File: config.mk
export PLATFORM = sky130hd
export DESIGN_NAME = lfsr_period_monitor
export DESIGN_NICKNAME = d
export VERILOG_FILES = /design/src/rtl/lfsr_period_monitor.sv
export SDC_FILE = /design/constraint.sdc
export NUM_CORES = 1
export LEC_CHECK = 0
export CAP_MARGIN = 20
export CORE_MARGIN = 5
export CORE_UTILIZATION = 45
export CTS_CLUSTER_DIAMETER = 40
export DETAILED_ROUTE_END_ITERATION = 10
export GPL_ROUTABILITY_DRIVEN = 0
export PLACE_DENSITY_LB_ADDON = 0.1
export REMOVE_ABC_BUFFERS = 1
export SLEW_MARGIN = 40
export SYNTH_ARGS = -nofsm -noshare
export SYNTH_HDL_FRONTEND = slang
export SYNTH_SLANG_ARGS = --single-unit
File: constraint.sdc
create_clock -name clk -period 4.8 [get_ports clk]
set_input_delay 0.96 -clock clk [delete_from_list [all_inputs] [get_ports clk]]
set_output_delay 0.96 -clock clk [all_outputs]
set_load 0.005 [all_outputs]
File: src/rtl/lfsr_period_monitor.sv
// rtl/lfsr_period_monitor.sv - LFSR stream period/balance monitor with maximal-length verdict
module lfsr_period_monitor #(
  parameter int WIDTH = 7,
  parameter int CNT_W = WIDTH + 1
) (
  input  logic             clk,
  input  logic             rst_n,
  input  logic             start,
  input  logic             in_valid,
  input  logic [WIDTH-1:0] in_data,
  output logic             busy,
  output logic             done,
  output logic [CNT_W-1:0] period,
  output logic [CNT_W-1:0] ones,
  output logic             maximal,
  output logic             lockup,
  output logic             timeout
);

  typedef enum logic [1:0] {S_IDLE, S_CAPTURE, S_MEASURE, S_DONE} state_t;

  localparam logic [CNT_W-1:0] FULL = CNT_W'(1) << WIDTH;

  state_t             state_q, state_d;
  logic [WIDTH-1:0]   ref_q, ref_d;
  logic [CNT_W-1:0]   cnt_q, cnt_d;
  logic [CNT_W-1:0]   ones_q, ones_d;
  logic [CNT_W-1:0]   period_q, period_d;
  logic               maximal_q, maximal_d;
  logic               lockup_q, lockup_d;
  logic               timeout_q, timeout_d;
  logic               busy_q, busy_d;
  logic               done_q, done_d;

  logic [CNT_W-1:0]   cnt_inc;
  logic [CNT_W-1:0]   ones_inc;
  logic               is_zero;
  logic               is_ref;

  assign cnt_inc  = cnt_q + CNT_W'(1);
  assign ones_inc = ones_q + CNT_W'(in_data[0]);
  assign is_zero  = (in_data == '0);
  assign is_ref   = (in_data == ref_q);

  always_ff @(posedge clk or negedge rst_n) begin
    if (!rst_n) begin
      state_q   <= S_IDLE;
      ref_q     <= '0;
      cnt_q     <= '0;
      ones_q    <= '0;
      period_q  <= '0;
      maximal_q <= 1'b0;
      lockup_q  <= 1'b0;
      timeout_q <= 1'b0;
      busy_q    <= 1'b0;
      done_q    <= 1'b0;
    end else begin
      state_q   <= state_d;
      ref_q     <= ref_d;
      cnt_q     <= cnt_d;
      ones_q    <= ones_d;
      period_q  <= period_d;
      maximal_q <= maximal_d;
      lockup_q  <= lockup_d;
      timeout_q <= timeout_d;
      busy_q    <= busy_d;
      done_q    <= done_d;
    end
  end

  always_comb begin
    state_d = state_q;
    case (state_q)
      S_IDLE:    if (start) state_d = S_CAPTURE;
      S_CAPTURE: if (in_valid) state_d = is_zero ? S_DONE : S_MEASURE;
      S_MEASURE: if (in_valid && (is_zero || is_ref || cnt_inc == FULL)) state_d = S_DONE;
      S_DONE:    if (start) state_d = S_CAPTURE;
      default:   state_d = S_IDLE;
    endcase
  end

  always_comb begin
    ref_d     = ref_q;
    cnt_d     = cnt_q;
    ones_d    = ones_q;
    period_d  = period_q;
    maximal_d = maximal_q;
    lockup_d  = lockup_q;
    timeout_d = timeout_q;
    case (state_q)
      S_IDLE, S_DONE: begin
        if (start) begin
          cnt_d     = '0;
          ones_d    = '0;
          period_d  = '0;
          maximal_d = 1'b0;
          lockup_d  = 1'b0;
          timeout_d = 1'b0;
        end
      end
      S_CAPTURE: begin
        if (in_valid) begin
          if (is_zero) lockup_d = 1'b1;
          else         ref_d    = in_data;
        end
      end
      S_MEASURE: begin
        // Priority: lock-up, return to reference, then sample budget exhausted.
        if (in_valid) begin
          if (is_zero) begin
            lockup_d = 1'b1;
            period_d = '0;
          end else if (is_ref) begin
            period_d  = cnt_inc;
            ones_d    = ones_inc;
            maximal_d = (cnt_inc == FULL - CNT_W'(1)) && (ones_inc == (FULL >> 1));
          end else if (cnt_inc == FULL) begin
            timeout_d = 1'b1;
            period_d  = '0;
          end else begin
            cnt_d  = cnt_inc;
            ones_d = ones_inc;
          end
        end
      end
      default: ;
    endcase
    busy_d = (state_d == S_CAPTURE) || (state_d == S_MEASURE);
    done_d = (state_d == S_DONE);
  end

  assign busy    = busy_q;
  assign done    = done_q;
  assign period  = period_q;
  assign ones    = ones_q;
  assign maximal = maximal_q;
  assign lockup  = lockup_q;
  assign timeout = timeout_q;

endmodule

==> flow_metrics.py <==
metrics = {
    "detailed_routing": {
        "viasPerCell": 5.65,
        "vias": 1954,
        "first_pass_iters": 5,
        "drc_errors": 0,
        "routed_wl_um": 5280,
        "ant_nets": 0,
        "drtIter0Drc": 99,
        "wire_per_inst_um": 15.3,
    },
    "status": {
        "status": "finished, final reports clean",
    },
    "floorplan": {
        "start_util": 0.464,
        "dieHeight_um": 82.6,
        "io_pins": 32,
        "core_area_um2": 5110,
        "fp.dieW_um": 82.6,
        "rows": 26,
        "die_area_um2": 6810,
    },
    "clock_network": {
        "cts_buffers": 5,
        "insertion_delay_ns": 0.29,
        "cts_resized": 0,
        "htreeDepth": 2,
        "cts_tree": "yes",
        "clock_path_buffers": 2,
        "clkSinkCount": 38,
        "clk_pin_slew_worst_paths_ns": 0.07,
        "postCtsHoldBufs": 0,
        "post-cts-setup-buffers": 0,
        "clockRootBuffer": "clkbuf_8",
    },
    "logic_synthesis": {
        "ys.flop_type": "dfrtp_1",
        "synth_edf_count": 0,
        "synth-async-reset-ratio": 1.00,
        "yosysWarnings": 0,
        "netlist_area_um2": 2370,
        "synth_cell_types": 44,
        "yosysSeqAreaShare": 0.401,
        "syn_inst": 249,
        "ys_ff_latch": 38,
        "avgSynthCellArea_um2": 9.51,
    },
    "worst_setup_path": {
        "reg2reg_slack_ns": 2.33,
        "slowest_stage": "or4_1",
        "crit_path_max_fanout": 8,
        "max_stage_delay_ns": 0.56,
        "cp.required_ns": 4.98,
        "worst_r2r_startpoint": "cnt_q[2]",
        "path_cells": "clkdlybuf4s50_1 > or4_1 > or4_1 > and3_1 > a221o_1 > mux2_4",
        "ff2ff_path_depth": 6,
        "cp.arrival_ns": 3.61,
        "crit_buf_inv": 1,
        "worstSetupPathType": "primary input to flip-flop",
        "rr_endpoint": "period[7]",
        "endpoint_kind": "flip-flop",
        "cp_common_cell": "or4_1",
        "worstSetupStartpointType": "primary input",
        "critPathTopFamily": "simple AND/OR/NAND/NOR gates",
    },
    "global_route": {
        "antenna_found_initial": 0,
        "grt_pass1_wl_um": 9120,
        "grtUsageTotal": 0.174,
        "grt_pass1_vias": 1915,
        "gr-total-overflow": 0,
        "grt_max_degree": 39,
    },
    "cells_and_area": {
        "diodes": 0,
        "final_cell_mix": "38 x dfrtp_1, 30 x clkdlybuf4s50_1, 23 x nand2_1, 19 x nor2_1, 16 x nand3_1",
        "design_area_um2": 2820,
        "final_common_cell": "dfrtp_1",
        "areaGrowthSynthToFinish_pct": 19.0,
        "stdcell_count": 346,
        "drive_gt1_frac": 0.105,
        "nNetsFinal": 294,
    },
    "place": {
        "io_buffers": 31,
        "hpwl_um": 3730,
        "dpl.cell_count": 338,
        "placed_area_um2": 2730,
        "preCtsSetupSlack_ns": 1.06,
    },
    "timing": {
        "skew_ns": 0.00382,
        "slew_violations": 0,
        "fin_crit_sh": 0.715,
        "period_needed_ns": 3.43,
        "worstMarginPinSlew_ns": 0.702,
        "fin_hold_ws_ns": 0.511,
        "slew_headroom": 0.526,
        "setup-tns-final_ns": 0,
        "rsz0062_at_grt": "false",
        "setup_viol": 0,
        "max_freq_mhz": 291,
        "finalHoldViolCount": 0,
        "worst_slack_ns": 1.37,
    },
    "min_path": {
        "hold_class": "flip-flop to flip-flop",
        "holdPathEnd": "period[0]",
        "min_path_cells": 1,
        "hp-start": "period[0]",
    },
    "pwr": {
        "p_leak_uw": 0.00127,
        "ir_drop_mv": 0.289,
        "power_density_nw_per_um2": 456,
    },
    "flow_run": {
        "drv_cap": 0,
    },
}
-- worst max path at each step --
stage / start / endpoint / slack [ns] / cells past startpoint
floorplan: in_data[3] / period[0] / 1.70 / 5
global placement: in_data[3] / period[7] / 1.09 / 6
detailed placement: in_data[3] / period[4] / 1.06 / 6
CTS: in_data[3] / period[4] / 1.37 / 6
global route: in_data[3] / period[4] / 1.29 / 6
finish: in_data[3] / period[7] / 1.37 / 6
-- stage by stage --
step / util / power [µW]
after CTS: 0.552 / 1290
after global routing: 0.552 / 1390
final: 0.552 / 1290
after detailed placement: 0.534 / 1060
after global placement: 0.532 / 1060
after floorplan: - / 870
-- power by group --
group | internal [µW] | leakage, µW | switching, µW
Combinational | 262 | 0.000719 | 314
Sequential | 397 | 0.000505 | 86.8
Clock | 116 | 0.0000482 | 110
Total | 774 | 0.00127 | 511
-- Yosys cell counts, types with 5 or more instances --
cell type / number / area share
ha_1: 8 / 0.042
nand2_1: 23 / 0.036
a21o_1: 8 / 0.025
nor3_1: 12 / 0.025
mux2_2: 8 / 0.038
nor2_1: 19 / 0.030
dfrtp_1: 38 / 0.40
nand3_1: 16 / 0.034
a221o_1: 5 / 0.021
clkbuf_1: 13 / 0.021
o21ai_0: 8 / 0.017
xnor2_1: 7 / 0.026
xor2_1: 10 / 0.037
and2_1: 5 / 0.013
a21oi_1: 6 / 0.013
and3_1: 8 / 0.021
mux2_4: 8 / 0.051
a41oi_1: 5 / 0.018
inv_1: 5 / 0.0079
-- worst reg2reg max path, cell delays in order (launching register included) --
cell and delay [ns]:
dfrtp_1 0.50, and3_1 0.29, xnor2_1 0.23, and2_1 0.24, nand3_1 0.15, a221o_1 0.56
mux2_4 0.38
-- flip-flops by register name, summed over array words and instances, names as in the netlist --
name,flops
state_q,2
timeout,1
ref_q,7
lockup,1
maximal,1
done,1
busy,1
cnt_q,8
ones,8
period,8
-- cells by family after synthesis --
| family | count (synthesis) | synth area share |
|---|---|---|
| mux | 19 | 0.101 |
| compound gates | 45 | 0.141 |
| buf+inv | 21 | 0.0370 |
| flops | 38 | 0.401 |
| simple gates | 101 | 0.214 |
| xor+xnor | 17 | 0.0629 |
| fa+ha+maj | 8 | 0.0423 |
-- cell type report --
class	count	area, µm²
fill	479	2290
multi-input combinational	190	1340
sequential	38	951
timing repair buffer	34	330
tap	70	87.6
clock buffer	7	86.3
inverter	6	22.5
clock inverter	1	5.00
-- metal layers --
metal,vias to the layer above,share of wire,global-route usage
met2,56,0.45,0.272
met1,926,0.47,0.239
li1,961,-,-
met4,0,0.020,0.0686
met5,-,0,0
met3,11,0.057,0.0293
Power figures use the tool's default switching activity.
